### config.mk
export PLATFORM = sky130hd
export DESIGN_NAME = pipeline_dump
export DESIGN_NICKNAME = d
export VERILOG_FILES = /design/src/rtl/pipeline_dump_pkg.sv /design/src/rtl/pipeline_dump_word_serializer.sv /design/src/rtl/pipeline_dump.sv
export SDC_FILE = /design/constraint.sdc
export NUM_CORES = 1
export LEC_CHECK = 0
export BUFFER_PORTS_ARGS = -buffer_cell sky130_fd_sc_hd__buf_2
export CORE_AREA = 2 2 82 84
export DETAILED_ROUTE_END_ITERATION = 10
export DIE_AREA = 0 0 84 86
export PLACE_DENSITY_LB_ADDON = 0.05
export SYNTH_ARGS = -nofsm -noshare
export SYNTH_HDL_FRONTEND = slang
export SYNTH_SLANG_ARGS = --single-unit
### constraint.sdc
create_clock -name i_clk -period 3.02 [get_ports i_clk]
set_input_delay 0.151 -clock i_clk [delete_from_list [all_inputs] [get_ports i_clk]]
set_output_delay 0.151 -clock i_clk [all_outputs]
set_load 0.005 [all_outputs]
### src/rtl/pipeline_dump_pkg.sv
// Shared constants and state encodings for the pipeline state dump block.
// Optional framing (header + checksum states) is enabled by PIPELINE_DUMP_FRAMING_EN.
package pipeline_dump_pkg;

    localparam logic [7:0]  DUMP_HDR           = 8'hA5;
    localparam int unsigned NUM_REGS           = 32;
    localparam int unsigned BYTE_W             = 8;
    localparam int unsigned DEF_BYTES_PER_WORD = 4;

    // Number of bytes in a word of the given bit width.
    function automatic int unsigned bytes_per_word(input int unsigned width);
        return width / BYTE_W;
    endfunction

    typedef enum logic [3:0] {
        ST_IDLE     = 4'd0,
        ST_LOAD_PC  = 4'd1,
        ST_SEND     = 4'd2,
        ST_RD_REG   = 4'd3,
        ST_WAIT_REG = 4'd4,
        ST_RD_MEM   = 4'd5,
        ST_WAIT_MEM = 4'd6,
        ST_DONE     = 4'd7
`ifdef PIPELINE_DUMP_FRAMING_EN
        ,
        ST_HDR      = 4'd8,
        ST_CSUM     = 4'd9
`endif
    } dump_state_e;

    typedef enum logic [1:0] {
        SRC_PC  = 2'd0,
        SRC_REG = 2'd1,
        SRC_MEM = 2'd2
    } dump_src_e;

endpackage

### src/rtl/pipeline_dump_word_serializer.sv
// Loads one word and emits it LSB byte first over a valid/ready handshake.
// last_c_o flags the edge on which the final byte of the word is accepted.
module dump_word_serializer
    import pipeline_dump_pkg::*;
#(
    parameter int unsigned DATA_SZ = 32
) (
    input  logic               clk_i,
    input  logic               rst_ni,
    input  logic               load_i,
    input  logic               one_byte_i,
    input  logic [DATA_SZ-1:0] word_i,
    input  logic               ready_i,
    output logic [7:0]         byte_o,
    output logic               valid_o,
    output logic               last_c_o
);

    localparam int unsigned BPW   = bytes_per_word(DATA_SZ);
    localparam int unsigned CNT_W = (BPW > 1) ? $clog2(BPW) : 1;
    localparam logic [CNT_W-1:0] LAST_CNT = CNT_W'(BPW - 1);

    logic [DATA_SZ-1:0] shift_q;
    logic [CNT_W-1:0]   cnt_q;
    logic               valid_q;
    logic               one_q;

    assign byte_o   = shift_q[7:0];
    assign valid_o  = valid_q;
    assign last_c_o = valid_q & ready_i & (one_q | (cnt_q == LAST_CNT));

    // Shift register, byte counter and valid flag.
    always_ff @(posedge clk_i or negedge rst_ni) begin
        if (!rst_ni) begin
            shift_q <= '0;
            cnt_q   <= '0;
            valid_q <= 1'b0;
            one_q   <= 1'b0;
        end else if (load_i) begin
            shift_q <= word_i;
            cnt_q   <= '0;
            valid_q <= 1'b1;
            one_q   <= one_byte_i;
        end else if (valid_q && ready_i) begin
            shift_q <= shift_q >> 8;
            cnt_q   <= cnt_q + CNT_W'(1);
            if (last_c_o) begin
                valid_q <= 1'b0;
            end
        end
    end

endmodule

### src/rtl/pipeline_dump.sv
// Dumps PC, register file and the first MEM_WORDS data-memory words as a
// byte stream after the pipeline halts. Define PIPELINE_DUMP_FRAMING_EN to
// wrap the payload in a 0xA5 header byte and a trailing XOR checksum byte.
module pipeline_dump
    import pipeline_dump_pkg::*;
#(
    parameter int unsigned DATA_SZ   = 32,
    parameter int unsigned REG_SZ    = 5,
    parameter int unsigned MEM_SZ    = 10,
    parameter int unsigned MEM_WORDS = 16
) (
    input  logic               i_clk,
    input  logic               i_reset_n,
    input  logic               i_halt,
    input  logic [DATA_SZ-1:0] i_pc,
    output logic [REG_SZ-1:0]  o_reg_addr,
    input  logic [DATA_SZ-1:0] i_reg_data,
    output logic [MEM_SZ-1:0]  o_mem_addr,
    output logic               o_mem_rd,
    input  logic [DATA_SZ-1:0] i_mem_data,
    output logic [7:0]         o_tx_byte,
    output logic               o_tx_valid,
    input  logic               i_tx_ready,
    output logic               o_busy,
    output logic               o_done
);

    localparam logic [REG_SZ-1:0] LAST_REG = REG_SZ'(NUM_REGS - 1);
    localparam logic [MEM_SZ-1:0] LAST_MEM = MEM_SZ'(MEM_WORDS - 1);

    dump_state_e        state_q;
    dump_src_e          src_q;
    logic               halt_q;
    logic [REG_SZ-1:0]  reg_addr_q;
    logic [MEM_SZ-1:0]  mem_addr_q;
    logic               mem_rd_q;
    logic               busy_q;
    logic               done_q;
`ifdef PIPELINE_DUMP_FRAMING_EN
    logic [7:0]         csum_q;
`endif

    logic               start_c;
    logic               ser_load_c;
    logic               ser_one_c;
    logic [DATA_SZ-1:0] ser_word_c;
    logic               ser_last_c;
    logic [7:0]         tx_byte;
    logic               tx_valid;

    assign start_c    = i_halt & ~halt_q;
    assign o_reg_addr = reg_addr_q;
    assign o_mem_addr = mem_addr_q;
    assign o_mem_rd   = mem_rd_q;
    assign o_busy     = busy_q;
    assign o_done     = done_q;
    assign o_tx_byte  = tx_byte;
    assign o_tx_valid = tx_valid;

    // Select which word (and how many bytes of it) the serializer loads.
    always_comb begin
        ser_load_c = 1'b0;
        ser_one_c  = 1'b0;
        ser_word_c = '0;
        case (state_q)
            ST_LOAD_PC: begin
                ser_load_c = 1'b1;
                ser_word_c = i_pc;
            end
            ST_WAIT_REG: begin
                ser_load_c = 1'b1;
                ser_word_c = i_reg_data;
            end
            ST_WAIT_MEM: begin
                ser_load_c = 1'b1;
                ser_word_c = i_mem_data;
            end
`ifdef PIPELINE_DUMP_FRAMING_EN
            ST_IDLE: begin
                if (start_c) begin
                    ser_load_c = 1'b1;
                    ser_one_c  = 1'b1;
                    ser_word_c = DATA_SZ'(DUMP_HDR);
                end
            end
            ST_SEND: begin
                if (ser_last_c && src_q == SRC_MEM && mem_addr_q == LAST_MEM) begin
                    ser_load_c = 1'b1;
                    ser_one_c  = 1'b1;
                    ser_word_c = DATA_SZ'(csum_q ^ tx_byte);
                end
            end
`endif
            default: ;
        endcase
    end

    // Dump sequencer: walks PC, registers, then memory, with registered outputs.
    always_ff @(posedge i_clk or negedge i_reset_n) begin
        if (!i_reset_n) begin
            state_q    <= ST_IDLE;
            src_q      <= SRC_PC;
            halt_q     <= 1'b0;
            reg_addr_q <= '0;
            mem_addr_q <= '0;
            mem_rd_q   <= 1'b0;
            busy_q     <= 1'b0;
            done_q     <= 1'b0;
`ifdef PIPELINE_DUMP_FRAMING_EN
            csum_q     <= '0;
`endif
        end else begin
            halt_q <= i_halt;
            case (state_q)
                ST_IDLE: begin
                    if (start_c) begin
                        busy_q <= 1'b1;
`ifdef PIPELINE_DUMP_FRAMING_EN
                        csum_q  <= '0;
                        state_q <= ST_HDR;
`else
                        state_q <= ST_LOAD_PC;
`endif
                    end
                end
`ifdef PIPELINE_DUMP_FRAMING_EN
                ST_HDR: begin
                    if (ser_last_c) begin
                        state_q <= ST_LOAD_PC;
                    end
                end
                ST_CSUM: begin
                    if (ser_last_c) begin
                        busy_q  <= 1'b0;
                        done_q  <= 1'b1;
                        state_q <= ST_DONE;
                    end
                end
`endif
                ST_LOAD_PC: begin
                    src_q   <= SRC_PC;
                    state_q <= ST_SEND;
                end
                ST_SEND: begin
`ifdef PIPELINE_DUMP_FRAMING_EN
                    if (tx_valid && i_tx_ready) begin
                        csum_q <= csum_q ^ tx_byte;
                    end
`endif
                    if (ser_last_c) begin
                        case (src_q)
                            SRC_PC: begin
                                reg_addr_q <= '0;
                                state_q    <= ST_RD_REG;
                            end
                            SRC_REG: begin
                                if (reg_addr_q == LAST_REG) begin
                                    mem_addr_q <= '0;
                                    mem_rd_q   <= 1'b1;
                                    state_q    <= ST_RD_MEM;
                                end else begin
                                    reg_addr_q <= reg_addr_q + REG_SZ'(1);
                                    state_q    <= ST_RD_REG;
                                end
                            end
                            default: begin
                                if (mem_addr_q == LAST_MEM) begin
`ifdef PIPELINE_DUMP_FRAMING_EN
                                    state_q <= ST_CSUM;
`else
                                    busy_q  <= 1'b0;
                                    done_q  <= 1'b1;
                                    state_q <= ST_DONE;
`endif
                                end else begin
                                    mem_addr_q <= mem_addr_q + MEM_SZ'(1);
                                    mem_rd_q   <= 1'b1;
                                    state_q    <= ST_RD_MEM;
                                end
                            end
                        endcase
                    end
                end
                ST_RD_REG: begin
                    src_q   <= SRC_REG;
                    state_q <= ST_WAIT_REG;
                end
                ST_WAIT_REG: begin
                    state_q <= ST_SEND;
                end
                ST_RD_MEM: begin
                    mem_rd_q <= 1'b0;
                    src_q    <= SRC_MEM;
                    state_q  <= ST_WAIT_MEM;
                end
                ST_WAIT_MEM: begin
                    state_q <= ST_SEND;
                end
                ST_DONE: begin
                    if (!i_halt) begin
                        done_q  <= 1'b0;
                        state_q <= ST_IDLE;
                    end
                end
                default: begin
                    state_q <= ST_IDLE;
                end
            endcase
        end
    end

    dump_word_serializer #(
        .DATA_SZ (DATA_SZ)
    ) u_ser (
        .clk_i      (i_clk),
        .rst_ni     (i_reset_n),
        .load_i     (ser_load_c),
        .one_byte_i (ser_one_c),
        .word_i     (ser_word_c),
        .ready_i    (i_tx_ready),
        .byte_o     (tx_byte),
        .valid_o    (tx_valid),
        .last_c_o   (ser_last_c)
    );

endmodule

Yosys cells after proc, flatten, opt, wreduce, memory -nomap -nowiden
Cells that the tools add are included.
{"block": "totals", "regBits": 60, "input_bits": 100, "out_inout_bits": 27, "elab_cells": 97}
{"block": "op_classes", "n_addsub": 3, "n_eq_ne": 22, "n_mux": 37, "n_bitwise": 5, "reduce_logical": 19}
{"cell": "one-hot mux 32 bit (3 select lines)", "count": 1}
{"cell": "2-to-1 mux 32 bit", "count": 2}
{"cell": "one-hot mux 4 bit (6 select lines)", "count": 1}
{"cell": "2-to-1 mux 10 bit", "count": 2}
{"cell": "one-hot mux 10 bit (2 select lines)", "count": 1}
{"cell": "AND reduction 5 bit", "count": 4}
{"cell": "== test 4 x 3 -> 1 bit (second input constant)", "count": 4}
{"cell": "!= test 2 bit (second input constant)", "count": 8}
{"cell": "2-to-1 mux 1 bit", "count": 15}
{"cell": "2-to-1 mux 4 bit", "count": 3}
{"cell": "nonzero test 2 bit", "count": 6}
{"cell": "adder 10 x 1 -> 10 bit (second input constant)", "count": 1}
{"cell": "== test 10 x 4 -> 1 bit (second input constant)", "count": 1}
{"cell": "one-hot mux 5 bit (2 select lines)", "count": 1}
{"cell": "== test 4 x 2 -> 1 bit (second input constant)", "count": 2}
{"cell": "one-hot mux 1 bit (2 select lines)", "count": 4}
{"cell": "2-to-1 mux 2 bit", "count": 3}
{"cell": "!= test 3 bit (second input constant)", "count": 2}
{"cell": "one-hot mux 2 bit (3 select lines)", "count": 1}
{"cell": "one-hot mux 3 bit (2 select lines)", "count": 1}
{"cell": "adder 5 x 1 -> 5 bit (second input constant)", "count": 1}
{"cell": "== test 5 bit (second input constant)", "count": 1}
{"cell": "2-to-1 mux 5 bit", "count": 1}
{"cell": "== test 4 x 1 -> 1 bit (second input constant)", "count": 1}
{"cell": "other kinds (16)", "count": 19}

Depth between registers and ports, before layout
Gate-level depths: netlist of the first run.
{"block": "logic_depth", "ltp_word": 5, "mapped_depth": 7, "depth_no_buf": 7}

Modules after synthesis
Synthesis of the first run repeated with hierarchy kept, for this count alone.
{"block": "unflattened", "hier_cells": 443, "area_unflattened_um2": 3933.8}
{"mod": "dump_word_serializer", "instances": 1, "cells_per_inst": 196, "area_per_inst_um2": 2052.0, "seq_area_each_um2": 900.9}
{"mod": "pipeline_dump", "instances": 1, "cells_per_inst": 247, "area_per_inst_um2": 1881.8, "seq_area_each_um2": 600.6}

Worst setup path before layout of the first run
Ideal clock, no wire load.
{"block": "synth_timing", "path_type": "reg-to-reg", "startpoint": "reg reg_addr_q[0], in the netlist o_reg_addr[0]", "endpoint": "reg reg_addr_q[3], in the netlist o_reg_addr[3]", "setup_ps": 129, "t_arrival_ps": 1706, "required_time_ps": 2891, "slack_ps": 1186, "path_stages_with_launch": 8, "n_path_buf": 0, "period_less_slack_ps": 1834, "cell_sequence": "dfrtp_1 -> ha_1 -> and3_1 -> ha_1 -> a21oi_1 -> nand3_1 -> o21ai_0 -> o31ai_1"}
{"block": "synth_between", "elab_chain_cells": 3, "word_cells_on_any_way": 6, "cone_classes": "add/sub: 1; eq/ne: 2; mux: 2; reduce/logical: 1"}
{"item": "start, declared", "line": "pipeline_dump.sv:34", "rtl": "logic [REG_SZ-1:0] reg_addr_q;"}
{"item": "start signal, assigned", "line": "pipeline_dump.sv:162", "rtl": "reg_addr_q <= reg_addr_q + REG_SZ'(1);"}
{"item": "adder 5 x 1 -> 5 bit or == test 5 bit (tied branches)", "line": "pipeline_dump.sv:162, pipeline_dump.sv:157"}
{"item": "2-to-1 mux 5 bit or != test 2 bit (tied branches)"}
{"item": "one-hot mux 5 bit (2 select lines) or AND reduction 4 bit (tied branches)"}
Parallel ways exist; a longest one is shown, timed or not. The select of a mux whose other input is x is not followed.
A chain may end at the register's enable or synchronous reset.

Worst setup path in the final report of the first run
{"block": "layout_timing", "startpoint": "reg state_q[2]", "endpoint": "reg u_ser.shift_q[30]"}
{"block": "layout_between", "elab_chain_cells": 4, "word_cells_on_any_way": 8, "cone_classes": "eq/ne: 3; mux: 3; reduce/logical: 2"}
{"item": "start, declared", "line": "pipeline_dump.sv:31", "rtl": "dump_state_e state_q;"}
{"item": "start signal, assigned", "line": "pipeline_dump.sv:101", "rtl": "state_q <= ST_IDLE;"}
{"item": "start signal, assigned", "line": "pipeline_dump.sv:122", "rtl": "state_q <= ST_LOAD_PC;"}
{"item": "start signal, assigned", "line": "pipeline_dump.sv:142", "rtl": "state_q <= ST_SEND;"}
{"item": "== test 4 x 3 -> 1 bit or == test 4 x 1 -> 1 bit (tied branches)", "line": "pipeline_dump.sv:65", "rtl": "case (state_q)"}
{"item": "OR reduction 3 bit (no source line)"}
{"item": "2-to-1 mux 1 bit", "line": "pipeline_dump.sv:65"}
{"item": "2-to-1 mux 32 bit or nonzero test 2 bit (tied branches)"}
{"item": "end signal, assigned", "line": "pipeline_dump_word_serializer.sv:40", "rtl": "shift_q <= word_i;"}
{"item": "end signal, assigned", "line": "pipeline_dump_word_serializer.sv:45", "rtl": "shift_q <= shift_q >> 8;"}
{"item": "end, declared", "line": "pipeline_dump_word_serializer.sv:23", "rtl": "logic [DATA_SZ-1:0] shift_q;"}
Parallel ways exist; a longest one is shown, timed or not.

==> results of run 1 <==
==> metrics by stage <==
stage          utilization [%]  instance area [um2]  std cells  power (uW)  hold slack, ps
2_1_floorplan                -                 3230        325        2110            -145
3_3_place_gp              61.7                 3870        502        2420             158
3_5_place_dp              61.7                 3870        502        2470             162
4_1_cts                   64.4                 4040        520        3070            7.06
5_1_grt                   64.4                 4040        520        3300            12.8
6_report                  64.4                 4040        520        3050            17.3
==> state kept, by name, summed over array words and instances (netlist names) <==
name,count
u_ser.cnt_q,2
o_busy,1
state_q,3
src_q,2
o_mem_rd,1
u_ser.shift_q,32
o_mem_addr,10
o_reg_addr,5
o_done,1
u_ser.valid_o,1
halt_q,1
==> where the power goes <==
group | total [uW] | internal, uW | switching [uW]
clock | 593 | 294 | 299
sequential | 1230 | 1020 | 206
combinational | 1230 | 557 | 669
total | 3050 | 1880 | 1170
==> critical path: stages (launching register included) <==
cell and delay, ps:
dfrtp_1 570, nor2b_2 250, a21o_1 750, a21oi_2 190, a221o_1 360
==> logic make-up after synthesis <==
logic type / Yosys count / share of synthesized area [%]
compound gates: 99 / 23.3
simple gates: 99 / 15.8
flops: 59 / 45.7
buf+inv: 38 / 5.65
mux: 25 / 7.74
fa+ha+maj: 4 / 1.55
xor+xnor: 1 / 0.271
==> area by class of cell <==
type	count	area, um2
Fill cell	542	2230
Clock inverter	3	15.0
Sequential cell	59	1480
Timing Repair Buffer	135	716
Multi-Input combinational cell	228	1580
Inverter	5	18.8
Clock buffer	13	139
Tap cell	77	96.3
==> worst min path at each step <==
| stage | endpoint | slack, ps | depth (start not counted) |
|---|---|---|---|
| after detailed placement | o_mem_addr[1]$_DFFE_PN0P_ | 160 | 1 |
| after CTS | u_ser.shift_q[15]$_DFFE_PN0P_ | 7 | 3 |
| final | u_ser.shift_q[3]$_DFFE_PN0P_ | 20 | 3 |
| after global routing | u_ser.shift_q[3]$_DFFE_PN0P_ | 10 | 3 |
| after floorplan | halt_q$_DFF_PN0_ | -140 | 0 |
| after global placement | o_mem_addr[1]$_DFFE_PN0P_ | 160 | 1 |
==> Yosys cell counts (all sizes together) (2+ instances only) <==
| master | instances |
|---|---|
| nor2b | 4 |
| buf | 19 |
| a21oi | 6 |
| nand3 | 11 |
| or2 | 2 |
| a31oi | 5 |
| o221ai | 24 |
| nand2 | 37 |
| nand4 | 6 |
| mux2i | 25 |
| inv | 5 |
| a21o | 2 |
| o31ai | 3 |
| nand2b | 6 |
| or4 | 2 |
| clkbuf | 14 |
| and3 | 7 |
| dfrtp | 59 |
| o21ai | 12 |
| a22oi | 32 |
| nor2 | 16 |
| a221o | 8 |
| ha | 4 |
| nor3b | 2 |
==> routing by layer <==
layer | GRT usage (%) | routed length [um] | vias to the layer above
li1 | - | - | 1460
met1 | 36.1 | 4080 | 1442
met2 | 36.5 | 3900 | 121
met3 | 5.29 | 662 | 11
met4 | 10.7 | 146 | 0
met5 | 0 | 0 | -
==> what timing repair did <==
| item | in CTS | in global routing |
|---|---|---|
| hold buffers | 2 | 0 |
| setup buffers | 0 | 0 |
| endpoints found under the hold margin | 22 | 0 |
==> results_dict.tcl, run 1 <==
set metrics [dict create \
    worst_pin_slew_ps 975 \
    grt_pass1_vias 2886 \
    rr_endpoint "u_ser.shift_q[30]$_DFFE_PN0P_" \
    maxCapViolations 0 \
    die_y_um 86 \
    layout_common_cells "buf_2 (126), dfrtp_1 (59), nand2_1 (37), a22oi_1 (32), mux2i_1 (25)" \
    cts-root-buf "clkbuf_8" \
    slew_headroom_pct 35.0 \
    numCtsBuffers 9 \
    fin_nets 542 \
    worstPathArrival_ps 2460 \
    finalSetupTns_ps 0 \
    grtUsageTotal_pct 25.0 \
    dieArea_um2 7220 \
    rsz0062_at_grt "no" \
    cts_resized 0 \
    antenna_left 0 \
    ys.flop_type "dfrtp_1" \
    io_buffers 126 \
    synth_cell_types 43 \
    post-place-ws_ps 830 \
    cp_data_required_time_ps 3240 \
    min_period_over_period_pct 74.1 \
    skew_ps 7.14 \
    seq_area_frac_synth_pct 45.7 \
    grt_max_degree 35 \
    setup.worst_path.end_class "flop" \
    startpoint_type "flop" \
    via_per_inst 5.83 \
    core_area_um2 6280 \
    overflow 0 \
    synth.top_cell.area_share_pct 45.7 \
    clk-insertion-delay-late_ps 340 \
    cts_tree "done" \
    yosysWarningCount 0 \
    antenna_cells 0 \
    finalHoldViolCount 0 \
    route.detailed.wl_per_inst_um 16.9 \
    syn_inst 325 \
    synth_edf_count 0 \
    worstReg2RegStart "state_q[2]$_DFFE_PN0P_" \
    outcome "complete, no violations" \
    worstRegToRegCells 4 \
    r2r_slack_ps 780 \
    p_leak_uw 0.00203 \
    clkSinkCount 59 \
    fin_ws_ps 782 \
    crit_start "state_q[2]$_DFFE_PN0P_" \
    path_class "flop to flop" \
    wirelength_um 8790 \
    syn_avg_cell_area_um2 9.94 \
    first_pass_iters 4 \
    die_w_um 84 \
    crit_path_end "u_ser.shift_q[30]$_DFFE_PN0P_" \
    syn_to_final_growth_pct 25.1 \
    synth_area_um2 3230 \
    peakVddDrop_mv 0.442 \
    synth_nets 429 \
    power-per-cell-area_nw_per_um2 754 \
    path_clk_slew_ps 70 \
    placementRows 29 \
    initial_utilization_pct 51.5 \
    drive_above_1_share_pct 35.9 \
    dr_total_vias 3034 \
    grt_first_pass_wirelength_um 14300 \
    hpwlAfterDp_um 6290 \
    drc_errors 0 \
    path_max_fanout 28 \
    fmax_mhz 447 \
    synth_seq_cells 59 \
    gp_congestion 0.816 \
    io_pins 127 \
    hold_path.class "input port to flop" \
    layout_commonest_cell "buf_2" \
    htree_levels 3 \
    ys_async_sr_fraction_pct 100 \
    period_minus_slack_ps 2240 \
    antenna_found_initial 0 \
    clockBufferDepth 2 \
    drtIter0Drc 198 \
    setup_violations 0 \
    drv_slew 0 \
    synth.area.top_cells "dfrtp_1 (46%), mux2i_1 (7.7%), a22oi_1 (7.4%)" \
    synth_top_area_cell "dfrtp_1" \
    worstHoldStart "i_mem_data[3]" \
]
No activity file was read; power rests on OpenSTA's default activity.
==> run 2: changes to the inputs <==
Settings changed: CORE_AREA 2 2 82 84 to 2 2 85 87, DIE_AREA 0 0 84 86 to 0 0 87 89.
Clock period 3.02 ns to 2.09 ns, I/O delays scaled along.
==> run 2 against run 1 <==
  * Critical endpoint is now o_reg_addr[2]$_DFFE_PN0P_
  * Wire length up 0.92%
  * Largest power group is now combinational logic
  * Via count up 2.1%
  * Clock power up 77%
==> results_dict.tcl, run 2 (synthesis results as in run 1) <==
set metrics [dict create \
    outcome "complete, no violations" \
    sequentialPowerShare_pct 37.5 \
    clk-insertion-delay-late_ps 330 \
    peakVddDrop_mv 0.460 \
    grt_pass1_vias 2968 \
    drtIter0Drc 162 \
    postCtsSetupRepairBufs 0 \
    finalSetupTns_ps 0 \
    antenna_left 0 \
    top_register "u_ser.shift_q" \
    grtUsageTotal_pct 23.5 \
    power_frac_comb_pct 40.3 \
    use_met1_pct 33.6 \
    path_clk_slew_ps 60 \
    cts-root-buf "clkbuf_8" \
    maxCapViolations 0 \
    setup_violations 0 \
    clockBufferDepth 2 \
    htree_levels 3 \
    path_class "flop to flop" \
    path_max_fanout 7 \
    gp_congestion 0.800 \
    slew_headroom_pct 66.4 \
    antenna_cells 0 \
    startpoint_type "flop" \
    io_pins 127 \
    final_util_pct 66.0 \
    hold_path.class "input port to flop" \
    route.detailed.wl_per_inst_um 16.0 \
    period_minus_slack_ps 1910 \
    finalHoldViolCount 0 \
    fin_ws_ps 180 \
    min_path_cells 3 \
    grt_first_pass_wirelength_um 14200 \
    layout_commonest_cell "buf_2" \
    p_int_uw 3020 \
    antenna_found_initial 0 \
    die_w_um 87 \
    grtUsageMet2_pct 36.8 \
    setup.worst_path.end_class "flop" \
    first_pass_iters 5 \
    numCtsBuffers 9 \
    hpwlAfterDp_um 6280 \
    skew_ps 8.69 \
    placementRows 30 \
    power_switching_uw 1710 \
    power-per-cell-area_nw_per_um2 1070 \
    syn_to_final_growth_pct 37.3 \
    worstRegToRegCells 7 \
    drv_slew 0 \
    power_uw 4730 \
    cp_data_required_time_ps 2300 \
    fin_nets 576 \
    grt_max_degree 33 \
    p_leak_uw 0.00221 \
    switching_share_pct 36.2 \
    drc_errors 0 \
    clkPwrFrac_pct 22.2 \
    dr_total_vias 3097 \
    core_area_um2 6720 \
    rsz0062_at_grt "no" \
    hold_ws_ps 5.75 \
    initial_utilization_pct 48.1 \
    drive_above_1_share_pct 35.6 \
    dieArea_um2 7740 \
    min_period_over_period_pct 91.4 \
    worstPathArrival_ps 2120 \
    overflow 0 \
    die_y_um 89 \
    layout_common_cells "buf_2 (126), dfrtp_1 (59), nand2_1 (37), a22oi_1 (32), dlygate4sd3_1 (30)" \
    grt_busiest_layer "met2" \
    wirelength_um 8870 \
    worst_pin_slew_ps 501 \
    post-place-ws_ps 58.2 \
    clkSinkCount 59 \
    via_per_inst 5.58 \
    largest_reg_flops 32 \
    io_buffers 126 \
    fmax_mhz 524 \
    cts_tree "done" \
    met3_usage_pct 3.32 \
]
run 2: cell types whose count changed in the layout (fill, tap and decap cells not counted), moves of 2 or more:
cell           before  now
clkinv_2            3    1
buf_4               6   12
dlygate4sd3_1       2   30
clkbuf_8            9   12
clkbuf_1            4    0
run 2: per-stage QoR:
step,instance area (um2),instances
detailed placement,3920,511
CTS,4400,553
global placement,3920,511
global route,4440,555
floorplan,3230,325
finish,4440,555
run 2: path summary, 6_finish.rpt:
| kind | from | end | slack (ps) |
|---|---|---|---|
| hold / removal | i_mem_data[22] | u_ser.shift_q[22]$_DFFE_PN0P_ | 6 |
| max in group asynchronous | i_reset_n | o_done$_DFFE_PN0P_ | 1450 |
| hold reg to reg | o_mem_rd$_DFFE_PN0P_ | o_mem_rd$_DFFE_PN0P_ | 510 |
| min in group asynchronous | i_reset_n | u_ser.shift_q[1]$_DFFE_PN0P_ | 310 |
| setup / recovery | o_reg_addr[0]$_DFFE_PN0P_ | o_reg_addr[2]$_DFFE_PN0P_ | 180 |
| setup reg to reg | o_reg_addr[0]$_DFFE_PN0P_ | o_reg_addr[2]$_DFFE_PN0P_ | 180 |
run 2: final cells by class:
type	count	area, um2
clock buffers	12	165
clock inverters	2	35.0
fillers	560	2280
inverters	5	18.8
multi-input cells	228	1600
flip-flops and latches	59	1480
well taps	80	100
repair buffers	169	1040
run 2: what timing repair did:
item                                    4_1_cts  5_1_grt
resized for setup                             0        4
endpoints found under the setup margin        0        7
hold buffers                                 28        2
endpoints found under the hold margin        86        2
run 2: worst max-delay path, stage by stage (launching register included):
cell	delay, ps
dfrtp_1	420
ha_1	240
and3_1	190
ha_1	210
a21oi_2	240
nand3_2	180
o21ai_0	200
o21ai_0	100
run 2: metal layers:
layer / share of wire [%] / wire length [um]
met5: 0 / 0
met4: 1.3 / 111
met3: 5.5 / 489
met2: 46 / 4060
met1: 47 / 4210
run 2: power by group through the flow:
stage	Clock, uW	Sequential [uW]	Combinational (uW)
after floorplan	0	1670	1370
after global placement	0	1770	1830
after detailed placement	0	1790	1860
after CTS	1070	1770	1910
after global routing	1120	1820	2150
final	1050	1770	1900
